===== src/rtl/irq_ctrl_pkg.sv =====
// Shared constants for the interrupt controller: register offsets, FSM states, CLAIM layout.
// Pure definitions; no logic, no latency.
package irq_ctrl_pkg;

   localparam logic [2:0] IC_CTRL     = 3'd0;
   localparam logic [2:0] IC_MASK     = 3'd1;
   localparam logic [2:0] IC_MODE     = 3'd2;
   localparam logic [2:0] IC_PEND     = 3'd3;
   localparam logic [2:0] IC_CLAIM    = 3'd4;
   localparam logic [2:0] IC_COMPLETE = 3'd5;

   localparam int CLAIM_BUSY_BIT = 31;

   typedef enum logic {
      IDLE   = 1'b0,
      IN_SVC = 1'b1
   } ic_state_t;

endpackage


===== src/rtl/irq_ctrl_prio.sv =====
// Fixed-priority encoder, index 0 highest; returns {vld, id} of the lowest set bit.
// Purely combinational, zero latency, no flow control.
module irq_ctrl_prio #(
   parameter int N = 3
) (
   input  logic [N-1:0] vec,
   output logic         vld,
   output logic [2:0]   id
);

   always_comb begin
      vld = 1'b0;
      id  = 3'd0;
      // Scan downward so the lowest set index is the last one written.
      for (int i = N - 1; i >= 0; i--) begin
         if (vec[i]) begin
            vld = 1'b1;
            id  = 3'(i);
         end
      end
   end

endmodule


===== src/rtl/irq_ctrl.sv =====
// Interrupt controller: latches/masks sources, fixed-priority select, claim/complete handshake.
// Source to PEND one edge (plus two when synchronized), PEND to IRQ one more edge; no backpressure.
module irq_ctrl
   import irq_ctrl_pkg::*;
#(
   parameter int N_SRC    = 3,
   parameter int SYNC_EXT = 1
) (
   input  logic             clk,
   input  logic             reset,
   input  logic [N_SRC-1:0] irq_src,
   input  logic [31:2]      Addr,
   input  logic             WE,
   input  logic [31:0]      Din,
   output logic [31:0]      Dout,
   output logic             IRQ
);

   logic             ge;
   logic [N_SRC-1:0] mask, mode, pend, hist;
   logic [N_SRC-1:0] src_s, rise, w1c, mode_rise, claim_clr, pend_nxt;
   ic_state_t        state;
   logic [2:0]       svc_id, win_id, off;
   logic             win_vld, claim_acc, wr_complete;
   logic             unused_bits;

   assign unused_bits = ^{Addr[31:5], Din[31:N_SRC]};

   // The external pin is asynchronous to clk; the other sources are already in this domain.
   generate
      if (SYNC_EXT != 0) begin : g_sync
         logic [1:0] sff;
         always_ff @(posedge clk or negedge reset) begin
            if (!reset) sff <= 2'b00;
            else        sff <= {sff[0], irq_src[N_SRC-1]};
         end
         always_comb begin
            src_s            = irq_src;
            src_s[N_SRC-1]   = sff[1];
         end
      end else begin : g_nosync
         assign src_s = irq_src;
      end
   endgenerate

   irq_ctrl_prio #(.N(N_SRC)) u_prio (
      .vec (pend & mask),
      .vld (win_vld),
      .id  (win_id)
   );

   assign off         = Addr[4:2];
   assign wr_complete = WE && (off == IC_COMPLETE);
   assign claim_acc   = WE && (off == IC_CLAIM) && (state == IDLE) && ge && win_vld;
   assign claim_clr   = claim_acc ? (N_SRC'(1) << win_id) : '0;
   assign w1c         = (WE && (off == IC_PEND)) ? Din[N_SRC-1:0] : '0;
   assign mode_rise   = (WE && (off == IC_MODE)) ? (Din[N_SRC-1:0] & ~mode) : '0;
   assign rise        = src_s & ~hist;

   // Edge bits: a fresh edge beats any clear in the same cycle. Level bits follow the input.
   assign pend_nxt = ((mode & (rise | (pend & ~(w1c | claim_clr)))) | (~mode & src_s))
                     & ~mode_rise;

   always_ff @(posedge clk or negedge reset) begin
      if (!reset) begin
         ge     <= 1'b0;
         mask   <= '0;
         mode   <= '0;
         pend   <= '0;
         hist   <= '0;
         state  <= IDLE;
         svc_id <= 3'd0;
         IRQ    <= 1'b0;
      end else begin
         hist <= src_s;
         pend <= pend_nxt;
         if (WE && (off == IC_CTRL)) ge   <= Din[0];
         if (WE && (off == IC_MASK)) mask <= Din[N_SRC-1:0];
         if (WE && (off == IC_MODE)) mode <= Din[N_SRC-1:0];
         case (state)
            IDLE: begin
               if (claim_acc) begin
                  state  <= IN_SVC;
                  svc_id <= win_id;
                  IRQ    <= 1'b0;
               end else begin
                  IRQ <= ge & win_vld;
               end
            end
            IN_SVC: begin
               IRQ <= 1'b0;
               if (wr_complete) state <= IDLE;
            end
            default: state <= IDLE;
         endcase
      end
   end

   always_comb begin
      Dout = '0;
      case (off)
         IC_CTRL: Dout[0]         = ge;
         IC_MASK: Dout[N_SRC-1:0] = mask;
         IC_MODE: Dout[N_SRC-1:0] = mode;
         IC_PEND: Dout[N_SRC-1:0] = pend;
         IC_CLAIM: begin
            Dout[CLAIM_BUSY_BIT] = (state == IN_SVC);
            Dout[2:0]            = (state == IN_SVC) ? svc_id : win_id;
         end
         default: Dout = '0;
      endcase
   end

endmodule


===== config.mk =====
export PLATFORM = sky130hd
export DESIGN_NAME = irq_ctrl
export DESIGN_NICKNAME = d
export VERILOG_FILES = /design/src/rtl/irq_ctrl_pkg.sv /design/src/rtl/irq_ctrl_prio.sv /design/src/rtl/irq_ctrl.sv
export SDC_FILE = /design/constraint.sdc
export NUM_CORES = 1
export LEC_CHECK = 0
export ABC_AREA = 1
export CORE_UTILIZATION = 29
export CTS_BUF_LIST = sky130_fd_sc_hd__clkbuf_8
export DETAILED_ROUTE_END_ITERATION = 8
export PLACE_DENSITY = 0.78
export RECOVER_POWER = 50
export SYNTH_ARGS = -nofsm -noshare
export SYNTH_HDL_FRONTEND = slang
export SYNTH_SLANG_ARGS = --single-unit

===== constraint.sdc =====
create_clock -name clk -period 1.25 [get_ports clk]
set_clock_uncertainty 0.2 [all_clocks]
set_input_delay 0.125 -clock clk [delete_from_list [all_inputs] [get_ports clk]]
set_output_delay 0.125 -clock clk [all_outputs]
set_load 0.01 [all_outputs]

==> summary.log <==
[clocking] number of buffers added to fix hold violations after cts 0
[synthesis] count of synthesis-stage warnings from yosys 0
[routing] ANT nets after route 0
[floorplan] floorplan die area 4200 µm²
[worst_setup_path] crit start category flop
[power] clock power share 0.231
[clocking] TritonCTS clock tree yes
[worst_setup_path] worst setup path class reg -> out
[power] Power Total 0.00188 W
[timing] unrepaired setup endpoints after global routing true
[floorplan] area of the core 3720 µm²
[layout] highest-count cells in the layout ignoring fill and taps 28 x conb_1, 23 x buf_4, 22 x nand2_1
[timing] Achievable Freq 0.639 GHz
[timing] Final Critical Period 1570 ps
[power] worst voltage drop across the vdd grid 0.000647 V
[power] leakage power 0.832 nW
[routing] Via density 4.12
[layout] layout cell share with drive strength beyond 1 0.340
[floorplan] number of ports placed on the die boundary 101
[floorplan] effective utilization at floorplan 0.308
[status] violated checks negative setup slack
[timing] max-slew violation total from the final report 0
[worst_setup_path] CP peak stage delay 410 ps
[power] internal cell power 0.00128 W
[run] number of maximum-capacitance violations 0
[worst_setup_path] kind of cell with the highest combined delay on the critical path flip-flops
[routing] met2 wire len 1.25 mm
[clocking] Clock transition at path regs 70 ps
[synthesis] flop and latch count out of synthesis 19
[worst_setup_path] path depth of the worst reg2reg path 7
[floorplan] overall die width 64.8 µm
[synthesis] number of different library cells in the post-synthesis netlist 20
[timing] smallest setup slack after layout -316 ps
[worst_setup_path] arrival time at the worst endpoint 1240 ps
[synthesis] Synth top area share 0.415
[clocking] largest buffer count on any clock path 2
[timing] fin crit share 1.25
[worst_setup_path] Crit Path Max Fanout 4
[worst_setup_path] library cell contributing the largest single delay on the critical path dfrtp_1
[power] relative contribution of combinational cells to total power 0.356
[timing] setup violation total in the final timing report 11
[worst_setup_path] worst endpoint required time 930 ps
[layout] Final Net Count 266
[power] Power Dens Cells 1170 nW/µm²
[placement] Post-DP Area 1450 µm²
[layout] most common cell after layout, fill and taps aside conb_1
[synthesis] dominant cells by area after synthesis dfrtp_1 42%, buf_4 18%, nand2_1 10%, o21ai_0 5.7%, inv_1 5.6%
[timing] count of final hold-check violations 0
[routing] first-pass iteration count of the detailed router 4
[global_routing] largest net degree at the start of global routing 20
[clocking] H-tree depth 1
[placement] number of buffer cells added on primary ports 16
[worst_setup_path] Crit Reg-Reg Startpoint state$_DFF_PN0_
[worst_setup_path] CP cell instances nand2_1 > nand2_2 > nor2_2 > o21ai_1 > nand3_1 > buf_2
[worst_setup_path] reg2reg end pend[1]$_DFF_PN0_
[synthesis] post-synth design cell area 1140 µm²
[global_routing] global-route usage over all layers 0.130
[worst_setup_path] type of destination of the critical path output pin
[status] result of the run finished with violations
[power] Reg power frac 0.413
[floorplan] die extent in y 64.8 µm
[worst_setup_path] Buf+Inv Stages, Crit Path 1
[global_routing] global-route wire length before repair 4.20 mm
[routing] Residual DRC 0
[synthesis] sequential cell area fraction in the yosys report 0.415
[clocking] clk_lat worst skew 260 ps
[routing] total routed wire length on the met1 layer 1.06 mm
[layout] Layout Cell Area excl Fill 1610 µm²
[layout] diode insertion count for antenna repair 0
[worst_setup_path] total number of cells along the worst setup path 6
[power] Net Sw Power 0.000607 W
[routing] uppermost layer routed met4
[min_path] path category of the worst min-delay check in -> async
[placement] Place WS -822 ps
[synthesis] synthesized area per cell 7.79 µm²
[layout] synthesis-to-finish area growth 40.4%
[routing] mean routed wirelength per cell 10.0 µm
[floorplan] Placement Rows 22
[global_routing] overall overflow remaining after global route 0
[placement] total half-perimeter wirelength after legalization and detailed placement 1.82 mm
[clocking] clock sink count 19
[routing] count of routing violations after the opening detailed-route iteration 15
[global_routing] initial antenna violation count 0
[worst_setup_path] flop2flop setup slack -300 ps
[global_routing] number of global-route vias before repair 952
[synthesis] library cell occupying the most area in the post-synthesis netlist dfrtp_1
[routing] WL met3 79 µm
[clocking] TritonCTS buffer count 3
[placement] gp weighted congestion 0.888
[clocking] Clk Tree Root Cell clkbuf_8
[synthesis] synthesized instance count 147
[power] Sw Share 0.322
[routing] vias after detailed routing 1,010
[routing] total detailed-routing wirelength 2.45 mm
-- worst max-delay path by stage --
stage,from,to
finish,pend[0]$_DFF_PN0_,Dout[1]
global route,pend[0]$_DFF_PN0_,Dout[1]
CTS,pend[0]$_DFF_PN0_,Dout[1]
detailed placement,Addr[3],Dout[0]
global placement,Addr[3],Dout[0]
floorplan,mask[1]$_DFFE_PN0P_,pend[0]$_DFF_PN0_
-- state kept, by name, indices dropped and copies added (netlist names) --
signal and flops:
g_sync.sff 2, svc_id 2, IRQ 1, pend 3, state 1, mask 3, mode 3, ge 1
hist 3
-- metrics by stage --
step	utilization	setup TNS, ps	hold slack [ps]	instances
6_report	0.433	-2840	140	245
3_3_place_gp	0.391	-8140	133	236
2_1_floorplan	-	0	-371	174
3_5_place_dp	0.391	-8510	143	236
4_1_cts	0.421	-2630	0.819	243
5_1_grt	0.433	-3540	176	245
-- area by class of cell --
class	instances	area, µm²
fill	375	2110
multi-input combinational	110	571
sequential	19	475
timing repair buffer	47	392
inverter	17	63.8
tap	48	60.1
clock buffer	3	41.3
clock inverter	1	5.00
-- power groups by stage --
stage	Sequential (W)	Clock [W]	Combinational [W]
floorplan	0.000792	0	0.000296
global placement	0.000779	0	0.000542
detailed placement	0.000787	0	0.000551
CTS	0.000776	0.000449	0.000625
global route	0.000789	0.000485	0.000744
finish	0.000778	0.000435	0.000671
-- Yosys cell counts --
library cell   n
a31oi_1        1
o221ai_1       1
a21oi_1        4
nand2_1       32
inv_1         17
conb_1         1
dfrtp_1       19
o21ai_0       13
nor2_4         1
a22oi_1        1
o22ai_1        1
nand2_2        2
nor2_1         9
nor3_1         5
buf_4         28
nand4_1        2
o21ai_1        2
nand3_2        2
nor2_2         2
nand3_1        4
-- metal layers --
| metal | up-vias | track usage |
|---|---|---|
| li1 | 519 | - |
| met1 | 455 | 0.160 |
| met2 | 27 | 0.217 |
| met3 | 9 | 0.0246 |
| met4 | 0 | 0.0583 |
| met5 | - | 0 |
-- logic make-up after synthesis --
| family | after synthesis | synth area share |
|---|---|---|
| AO/OA/AOI/OAI | 23 | 0.108 |
| AND/OR/NAND/NOR | 59 | 0.234 |
| flip-flops | 19 | 0.415 |
| other | 1 | 0.00328 |
| buffers and inverters | 45 | 0.239 |
-- timing repair --
item,CTS,global route
gates resized for setup,44,12
setup buffers,3,2
endpoints found under the setup margin,18,14
pin swaps,6,7
hold endpoints to repair,0,0
No activity file was read; power rests on OpenSTA's default activity.
